`src/rtl/dmem_arb.sv`:
```
// rtl/dmem_arb.sv - two-port arbiter and access screen in front of the single-port data memory
module dmem_arb #(
    parameter int AW         = 11,
    parameter int STARVE_MAX = 4
) (
    input  logic          clk,
    input  logic          rst,
    input  logic          stall,
    input  logic          p0_valid,
    output logic          p0_ready,
    input  logic          p0_we,
    input  logic [1:0]    p0_size,
    input  logic [31:0]   p0_addr,
    input  logic [31:0]   p0_wdata,
    output logic          p0_rsp_valid,
    output logic          p0_rsp_err,
    output logic [31:0]   p0_rsp_rdata,
    input  logic          p1_valid,
    output logic          p1_ready,
    input  logic          p1_we,
    input  logic [1:0]    p1_size,
    input  logic [31:0]   p1_addr,
    input  logic [31:0]   p1_wdata,
    output logic          p1_rsp_valid,
    output logic          p1_rsp_err,
    output logic [31:0]   p1_rsp_rdata,
    output logic          mem_en,
    output logic          mem_we,
    output logic [1:0]    mem_size,
    output logic [AW-1:0] mem_addr,
    output logic [31:0]   mem_wdata,
    input  logic [31:0]   mem_rdata
);

    localparam logic [3:0] STARVE_LIM = 4'(STARVE_MAX);

    logic [3:0]  starve_cnt;
    logic        grant0;
    logic        grant1;
    logic        granted;
    logic        sel_we;
    logic [1:0]  sel_size;
    logic [31:0] sel_addr;
    logic [31:0] sel_wdata;
    logic        sel_err;
    logic        legal;
    logic        rsp0_q;
    logic        rsp1_q;
    logic        rsp_err_q;
    logic        rsp_load_q;
    logic [31:0] rsp_word;

    // Grant selection: fixed priority to the CPU, overridden once the loader has starved long enough
    always_comb begin
        grant0 = 1'b0;
        grant1 = 1'b0;
        if (!rst && !stall) begin
            if (p0_valid && p1_valid) begin
                if (starve_cnt == STARVE_LIM) begin
                    grant1 = 1'b1;
                end else begin
                    grant0 = 1'b1;
                end
            end else if (p0_valid) begin
                grant0 = 1'b1;
            end else if (p1_valid) begin
                grant1 = 1'b1;
            end
        end
    end

    // Steer the granted request and screen it for size, alignment and range errors
    always_comb begin
        sel_we    = grant1 ? p1_we    : p0_we;
        sel_size  = grant1 ? p1_size  : p0_size;
        sel_addr  = grant1 ? p1_addr  : p0_addr;
        sel_wdata = grant1 ? p1_wdata : p0_wdata;
        sel_err   = (sel_size == 2'b11)
                  || (sel_size == 2'b01 && sel_addr[0] != 1'b0)
                  || (sel_size == 2'b10 && sel_addr[1:0] != 2'b00)
                  || (sel_addr[31:AW] != '0);
        granted   = grant0 || grant1;
        legal     = granted && !sel_err;
    end

    // Memory command: driven only for a legal grant, otherwise all zero
    always_comb begin
        mem_en    = legal;
        mem_we    = legal && sel_we;
        mem_size  = legal ? sel_size : 2'b00;
        mem_addr  = legal ? sel_addr[AW-1:0] : '0;
        mem_wdata = legal ? sel_wdata : 32'h0;
        p0_ready  = grant0;
        p1_ready  = grant1;
    end

    // In-flight response bookkeeping: which port, error flag, and whether read data is due
    always_ff @(posedge clk) begin
        if (rst) begin
            rsp0_q     <= 1'b0;
            rsp1_q     <= 1'b0;
            rsp_err_q  <= 1'b0;
            rsp_load_q <= 1'b0;
        end else begin
            rsp0_q     <= grant0;
            rsp1_q     <= grant1;
            rsp_err_q  <= granted && sel_err;
            rsp_load_q <= legal && !sel_we;
        end
    end

    // Starvation counter: counts CPU wins while the loader is waiting, saturating at the limit
    always_ff @(posedge clk) begin
        if (rst) begin
            starve_cnt <= 4'd0;
        end else if (!p1_valid || grant1) begin
            starve_cnt <= 4'd0;
        end else if (grant0 && starve_cnt != STARVE_LIM) begin
            starve_cnt <= starve_cnt + 4'd1;
        end
    end

    // Response outputs; held at zero while reset is asserted so an in-flight response is dropped
    always_comb begin
        rsp_word     = rsp_load_q ? mem_rdata : 32'h0;
        p0_rsp_valid = rsp0_q && !rst;
        p1_rsp_valid = rsp1_q && !rst;
        p0_rsp_err   = p0_rsp_valid && rsp_err_q;
        p1_rsp_err   = p1_rsp_valid && rsp_err_q;
        p0_rsp_rdata = p0_rsp_valid ? rsp_word : 32'h0;
        p1_rsp_rdata = p1_rsp_valid ? rsp_word : 32'h0;
    end

endmodule
```
`config.mk`:
```
export PLATFORM = sky130hd
export DESIGN_NAME = dmem_arb
export DESIGN_NICKNAME = d
export VERILOG_FILES = /design/src/rtl/dmem_arb.sv
export SDC_FILE = /design/constraint.sdc
export NUM_CORES = 1
export LEC_CHECK = 0
export ABC_AREA = 1
export CELL_PAD_IN_SITES_DETAIL_PLACEMENT = 0
export CELL_PAD_IN_SITES_GLOBAL_PLACEMENT = 2
export CORE_ASPECT_RATIO = 0.7
export CORE_MARGIN = 1.5
export CORE_UTILIZATION = 10
export DETAILED_ROUTE_END_ITERATION = 12
export PLACE_DENSITY_LB_ADDON = 0.1
export SYNTH_ARGS = -nofsm -noshare
export SYNTH_HDL_FRONTEND = slang
export SYNTH_SLANG_ARGS = --single-unit
```
`constraint.sdc`:
```
create_clock -name clk -period 3.05 [get_ports clk]
set_input_delay 0.915 -clock clk [delete_from_list [all_inputs] [get_ports clk]]
set_output_delay 0.915 -clock clk [all_outputs]
set_load 0.01 [all_outputs]
```
==> results.cfg, run 1 <==
[detailed_routing]
drt_iter0_markers = 55
vias_per_cell = 3.64
drt_pass1_iterations = 4
routed_wl_mm = 13.7
drc_errors = 0
vias = 3847
postRouteAntennaNets = 0
wire_per_inst_um = 12.9

[global_route]
busiest_layer = met2
grt_util_met3_pct = 3.89
grt_pass1_wl_mm = 20.1
grt_max_degree = 65
track_usage_pct = 11.3
grt_antenna_before_repair = 0
gr-total-overflow = 0
grt.met1_usage_pct = 13.0
grt_pass1_vias = 3757
use_met2_pct = 20.8

[worst_hold_path]
holdPathStages = 2
hold_path_end = starve_cnt[3]
hold_start = starve_cnt[3]
hp-class = reg2reg

[yosys]
synth-seq-cells = 8
syn-num-nets = 634
netlist_area_mm2 = 0.00217
ys_seq_area_share_pct = 7.39
syn_inst = 461
yosys_warnings = 0
avgSynthCellArea_um2 = 4.70
synth_cell_types = 28

[timing]
fin_ws_ns = -0.246
setup_tns_ns = -8.29
fin_crit_sh_pct = 108
final-hold-violation-count = 0
skew_ns = 0.000688
setup_viol = 47
fmax_mhz = 303
slew_headroom_pct = 31.5
rsz0062_at_grt = true
worst_pin_slew_ns = 1.03
period_needed_ns = 3.30
maxSlewViolCount = 0

[clock_network]
numCtsBuffers = 3
cts_tree = done
htreeDepth = 1
clkSinkCount = 8
clock_latency_ns = 0.23
cts_hold_buf = 0
clockBufferDepth = 2
clkTransAtPathRegs_ns = 0.04
cts_root_buf = clkbuf_16

[power_and_ir_drop]
power_density_mw_per_mm2 = 124
peakVddDrop_v = 0.000175
p_leak_nw = 3.19

[critical_path]
cp_common_cell = nand2_2
crit_fanout = 6
arrival_ns = 2.38
rrSetupSlack_ns = 1.03
cp_top_family = simple AND/OR/NAND/NOR gates
critPathSlowestCell = buf_4
reg2reg_depth = 14
r2r-end = rsp_load_q
end_kind = output pin
critPathRequiredTime_ns = 2.13
r2r_start = starve_cnt[0]
crit_chain = buf_8 > nand2_4 > clkinv_4 > nand2_4 > buf_6 > nand3b_1 > nand2_2 > nand2_2 > nand2_2 > nand4_4 > buf_4 > clkbuf_16 > nor2_2 > buf_2
worstSetupStartpointType = input port
max_stage_delay_ns = 0.19
crit_buf_inv = 6
crit_type = in2out

[job]
drv_cap = 0

[placed_design]
hpwl_mm = 10.5
port_buffers = 287
gp_congestion = 0.724
placed_area_mm2 = 0.00556

[finish]
final_cell_area_mm2 = 0.00591
areaGrowthSynthToFinish_pct = 173
drive_above_1_share_pct = 26.4
layout.nets = 956
n_fill_cell = 2383
diodes = 0

[die]
rows = 44
ios = 288
die_x_um = 179
coreArea_mm2 = 0.0210
fp.dieH_um = 126
dieArea_mm2 = 0.0226
start_util_pct = 10.3

[outcome]
violations = negative setup slack
status = finished with violations
[worst max-delay path by stage]
stage,start,to,slack [ns],depth (start not counted)
floorplan,rst,mem_wdata[22],0.04,12
global placement,stall,mem_wdata[5],-1.13,13
detailed placement,rst,mem_size[1],-1.13,13
CTS,rst,mem_wdata[5],-0.26,11
global route,p1_valid,mem_addr[10],-0.35,14
finish,p0_valid,mem_addr[10],-0.25,14
[routing by layer]
metal,vias up,part of all wire [%]
met3,6,9.7
li1,1990,-
met1,1702,41
met5,-,0
met4,0,0.48
met2,149,49
[power by group]
part	internal, mW	leakage, nW	switching, mW
Clock	0.169	0.0370	0.0476
Sequential	0.107	0.0650	0.000624
Combinational	0.255	3.09	0.154
[logic make-up after synthesis]
| logic type | after synthesis | share of synthesized area (%) |
|---|---|---|
| xor+xnor | 1 | 0.404 |
| mux | 1 | 0.462 |
| buf+inv | 129 | 23.9 |
| fa+ha+maj | 2 | 1.16 |
| flops | 8 | 7.39 |
| compound gates | 7 | 1.96 |
| simple gates | 313 | 64.8 |
[cell usage after synthesis]
master | n | share of area, %
nor2_2 | 10 | 2.9
xor2_1 | 1 | 0.40
nand3_1 | 3 | 0.69
nand3b_1 | 2 | 0.69
clkinv_1 | 1 | 0.17
inv_2 | 4 | 0.69
inv_1 | 98 | 17
o21ai_0 | 2 | 0.46
dfxtp_1 | 8 | 7.4
a21oi_1 | 3 | 0.69
buf_1 | 2 | 0.35
nand4_2 | 1 | 0.58
buf_2 | 2 | 0.46
buf_6 | 4 | 2.1
nor3_1 | 65 | 15
nor2_4 | 9 | 4.7
nor2_1 | 57 | 9.9
nand4_1 | 3 | 0.87
nand2_1 | 156 | 27
a21oi_2 | 1 | 0.40
nand2_2 | 2 | 0.58
o21ai_2 | 1 | 0.40
nand3_2 | 2 | 0.92
mux2i_1 | 1 | 0.46
ha_1 | 2 | 1.2
or2_2 | 2 | 0.58
nor3b_1 | 1 | 0.35
clkbuf_1 | 18 | 3.1
[sequential cells by signal, indices dropped and copies added, names as in the netlist]
name / cells
rsp_load_q: 1
rsp0_q: 1
starve_cnt: 4
rsp1_q: 1
rsp_err_q: 1
[cells in the final DEF, fill, tap and decap left out, types with 2 or more instances in the layout]
cell               n
buf_4             38
a21oi_1            3
nor3_1            65
nand4_1            3
clkbuf_16          4
inv_4              2
inv_1             96
or2_4              2
dfxtp_1            8
nor2_2            23
clkbuf_2           6
clkdlybuf4s50_1  120
nand3b_1           2
inv_2              2
buf_6             32
nand2_2            8
ha_1               2
nor2_1            28
buf_8              3
buf_2             40
buf_16             2
nor2_4            25
clkdlybuf4s15_1   18
dlygate4sd2_1     72
dlymetal6s2s_1     3
inv_6              2
nand2_1          148
nand2_4            3
nand3_1            3
buf_12             6
[per-stage QoR]
step	hold slack [ns]	cells	total power [mW]	util (%)	setup slack (ns)
floorplan	0.475	461	0.222	-	0.0397
global placement	0.498	1026	0.494	26.5	-1.13
detailed placement	0.511	1026	0.492	26.5	-1.13
CTS	0.519	1053	0.734	28.0	-0.258
global route	0.571	1057	0.788	28.2	-0.354
finish	0.515	1057	0.734	28.2	-0.246
[layout make-up]
type                            instances  area [µm²]  area share [%]
Clock buffer                            3        75.1            1.27
Multi-Input combinational cell        325        1720            29.2
Timing Repair Buffer                  342        3200            54.2
Sequential cell                         8         160            2.71
Inverter                              103         407            6.88
Tap cell                              276         345            5.84
[worst reg2reg max path, delay by kind of cell (launching register included)]
kind                     cells  cell delay [ns]
buffers and inverters        5             0.64
adder cells (fa/ha/maj)      1             0.18
AND/OR/NAND/NOR              8             0.85
flip-flops                   1             0.30
[timing repair]
action                                  4_1_cts  5_1_grt
gates cloned                                  5        1
pin swaps                                    57       25
endpoints found under the setup margin      117       50
setup buffers                                19        8
resized for setup                           473       36
No activity file was read; power rests on OpenSTA's default activity.
==> run 2, diff against run 1 <==
Settings changed: PLACE_DENSITY_LB_ADDON 0.1 to 0.2.
==> run 2 against run 1 <==
Compared with the run above:
- the flow still finishes with violations (negative setup slack)
- critical path depth fell by 3
- largest cell class unchanged
- clock-buffer cell count unchanged
- combinational power shrank 1%
- first-iteration DRC count is 1.8% higher
- setup slack got worse by 0.063 ns
- largest power group unchanged
- register-to-register slack got worse by 0.02 ns
- fmax is 1.9% lower
- design area rose by 2.5%
- clock power about the same
- global-route usage is 0.19 points lower
- die area is the same
==> results.cfg, run 2 (synthesis gave the netlist of run 1 again) <==
[timing]
skew_ns = 0.000538
fin_ws_ns = -0.310
slew_headroom_pct = 33.8
period_needed_ns = 3.36
holdWs_ns = 0.599
setup_viol = 47
maxSlewViolCount = 0
worst_pin_slew_ns = 0.991
final-hold-violation-count = 0
rsz0062_at_grt = true
fin_crit_sh_pct = 110
fmax_mhz = 298
setup_tns_ns = -11.11

[critical_path]
crit_chain = clkdlybuf4s15_1 > or2_4 > nor2_4 > nand4_1 > nand2_2 > nand4_4 > buf_6 > buf_6 > buf_16 > nor2_4 > buf_6
crit_type = in2out
cp_top_family = simple AND/OR/NAND/NOR gates
rrSetupSlack_ns = 1.01
r2r_start = starve_cnt[0]
max_stage_delay_ns = 0.23
end_kind = output pin
reg2reg_depth = 15
arrival_ns = 2.44
crit_buf_inv = 5
r2r-end = rsp_load_q
crit_fanout = 8
cp_common_cell = buf_6
critPathSlowestCell = or2_4
worstSetupStartpointType = input port
critPathRequiredTime_ns = 2.13

[worst_hold_path]
holdPathStages = 3
hp-class = reg2reg
hold_start = starve_cnt[0]
hold_path_end = starve_cnt[0]

[detailed_routing]
vias_per_cell = 3.61
drc_errors = 0
vias = 3799
postRouteAntennaNets = 0
drt_pass1_iterations = 6
wire_per_inst_um = 12.8
routed_wl_mm = 13.4
drt_iter0_markers = 56

[global_route]
grt_pass1_vias = 3791
gr-total-overflow = 0
grt_antenna_before_repair = 1
grt_pass1_wl_mm = 19.8
track_usage_pct = 11.1
grt_max_degree = 65

[clock_network]
numCtsBuffers = 3
clock_latency_ns = 0.23
clkTransAtPathRegs_ns = 0.04
htreeDepth = 1
clockBufferDepth = 2
clkSinkCount = 8
cts_tree = done
cts_hold_buf = 0
cts_root_buf = clkbuf_16

[power_and_ir_drop]
power_density_mw_per_mm2 = 121
peakVddDrop_v = 0.000114
p_leak_nw = 3.21

[placed_design]
port_buffers = 287
hpwl_mm = 10.4
dp.cells = 1022
gp_congestion = 0.740
dpl_worst_slack_ns = -1.12

[die]
dieArea_mm2 = 0.0226
start_util_pct = 10.3
ios = 288
rows = 44
die_x_um = 179
coreArea_mm2 = 0.0210
fp.dieH_um = 126

[finish]
layout_commonest_cell = nand2_1
fin_util_pct = 28.9
n_fill_cell = 2319
stdcell_count = 1052
largest_reg_flops = 4
largest-register = starve_cnt
areaGrowthSynthToFinish_pct = 180
final_cell_mix = nand2_1 (143), clkdlybuf4s50_1 (120), inv_1 (96), dlygate4sd2_1 (72), nor3_1 (65)
layout.nets = 950
drive_above_1_share_pct = 25.8

[outcome]
violations = negative setup slack
status = finished with violations

[job]
drv_cap = 0
==> run 2: cell types whose count changed in the layout (fill, tap and decap cells not counted), moves of 5 or more <==
| cell | before | now |
|---|---|---|
| buf_2 | 40 | 33 |
| clkbuf_2 | 6 | 1 |
| buf_12 | 6 | 11 |
| nand2_1 | 148 | 143 |
| nor2_4 | 25 | 32 |
| buf_4 | 38 | 28 |
| nor2_2 | 23 | 16 |
| buf_6 | 32 | 42 |
==> run 2: cell type report <==
class                      count  area (µm²)  area share [%]
timing repair buffer         337        3300            54.4
tap                          276         345            5.69
multi-input combinational    324        1780            29.4
sequential                     8         160            2.64
inverter                     103         402            6.62
clock buffer                   3        75.1            1.24
antenna                        1        2.50          0.0413
==> run 2: how the worst max path moves through the flow <==
stage	startpoint	endpoint	depth (start not counted)	slack [ns]
after CTS	p1_valid	mem_wdata[4]	16	-0.31
final	p0_addr[11]	mem_wdata[21]	11	-0.31
after global placement	p1_valid	mem_wdata[21]	13	-1.09
after floorplan	rst	mem_wdata[22]	12	0.04
after detailed placement	p1_valid	mem_wdata[21]	13	-1.12
after global routing	p0_addr[25]	mem_wdata[21]	12	-0.43
==> run 2: timing repair <==
action                                  in CTS  in global routing
endpoints found under the hold margin        0                  0
pin swaps                                   52                 14
endpoints found under the setup margin     117                 50
buffers inserted                            19                  5
resized for setup                          480                 41
gates cloned                                 4                  0
==> run 2: tightest hold or removal path: stages (launching register included) <==
cell and delay (ns):
dfxtp_1 0.30, buf_4 0.13, nand2_1 0.06, a21oi_1 0.05
==> run 2: through the flow <==
step	total power, mW	cell area, µm²
floorplan	0.222	2170
global placement	0.487	5500
detailed placement	0.486	5500
CTS	0.732	5880
global route	0.786	6060
finish	0.731	6060
==> run 2: power breakdown <==
| group | internal [mW] | switching [mW] | leakage [nW] | total, mW |
|---|---|---|---|---|
| clock network | 0.169 | 0.0489 | 0.0370 | 0.218 |
| registers | 0.107 | 0.000596 | 0.0650 | 0.108 |
| logic | 0.250 | 0.156 | 3.11 | 0.406 |
==> run 2: metal layers <==
| metal | vias up | routed length [µm] | part of all wire, % | GRT usage [%] |
|---|---|---|---|---|
| met2 | 140 | 7190 | 53 | 22.4 |
| met3 | 14 | 1100 | 8.2 | 3.02 |
| met5 | - | 0 | 0 | 0 |
| met4 | 0 | 157 | 1.2 | 1.42 |
| met1 | 1661 | 4990 | 37 | 11.5 |
| li1 | 1984 | - | - | - |
==> run 3, diff against run 2 <==
Settings changed: CTS_CLUSTER_DIAMETER set to 100, GPL_TIMING_DRIVEN set to 1.
==> results of run 3 <==
Final layout, timing and power as in run 2 (identical DEF).
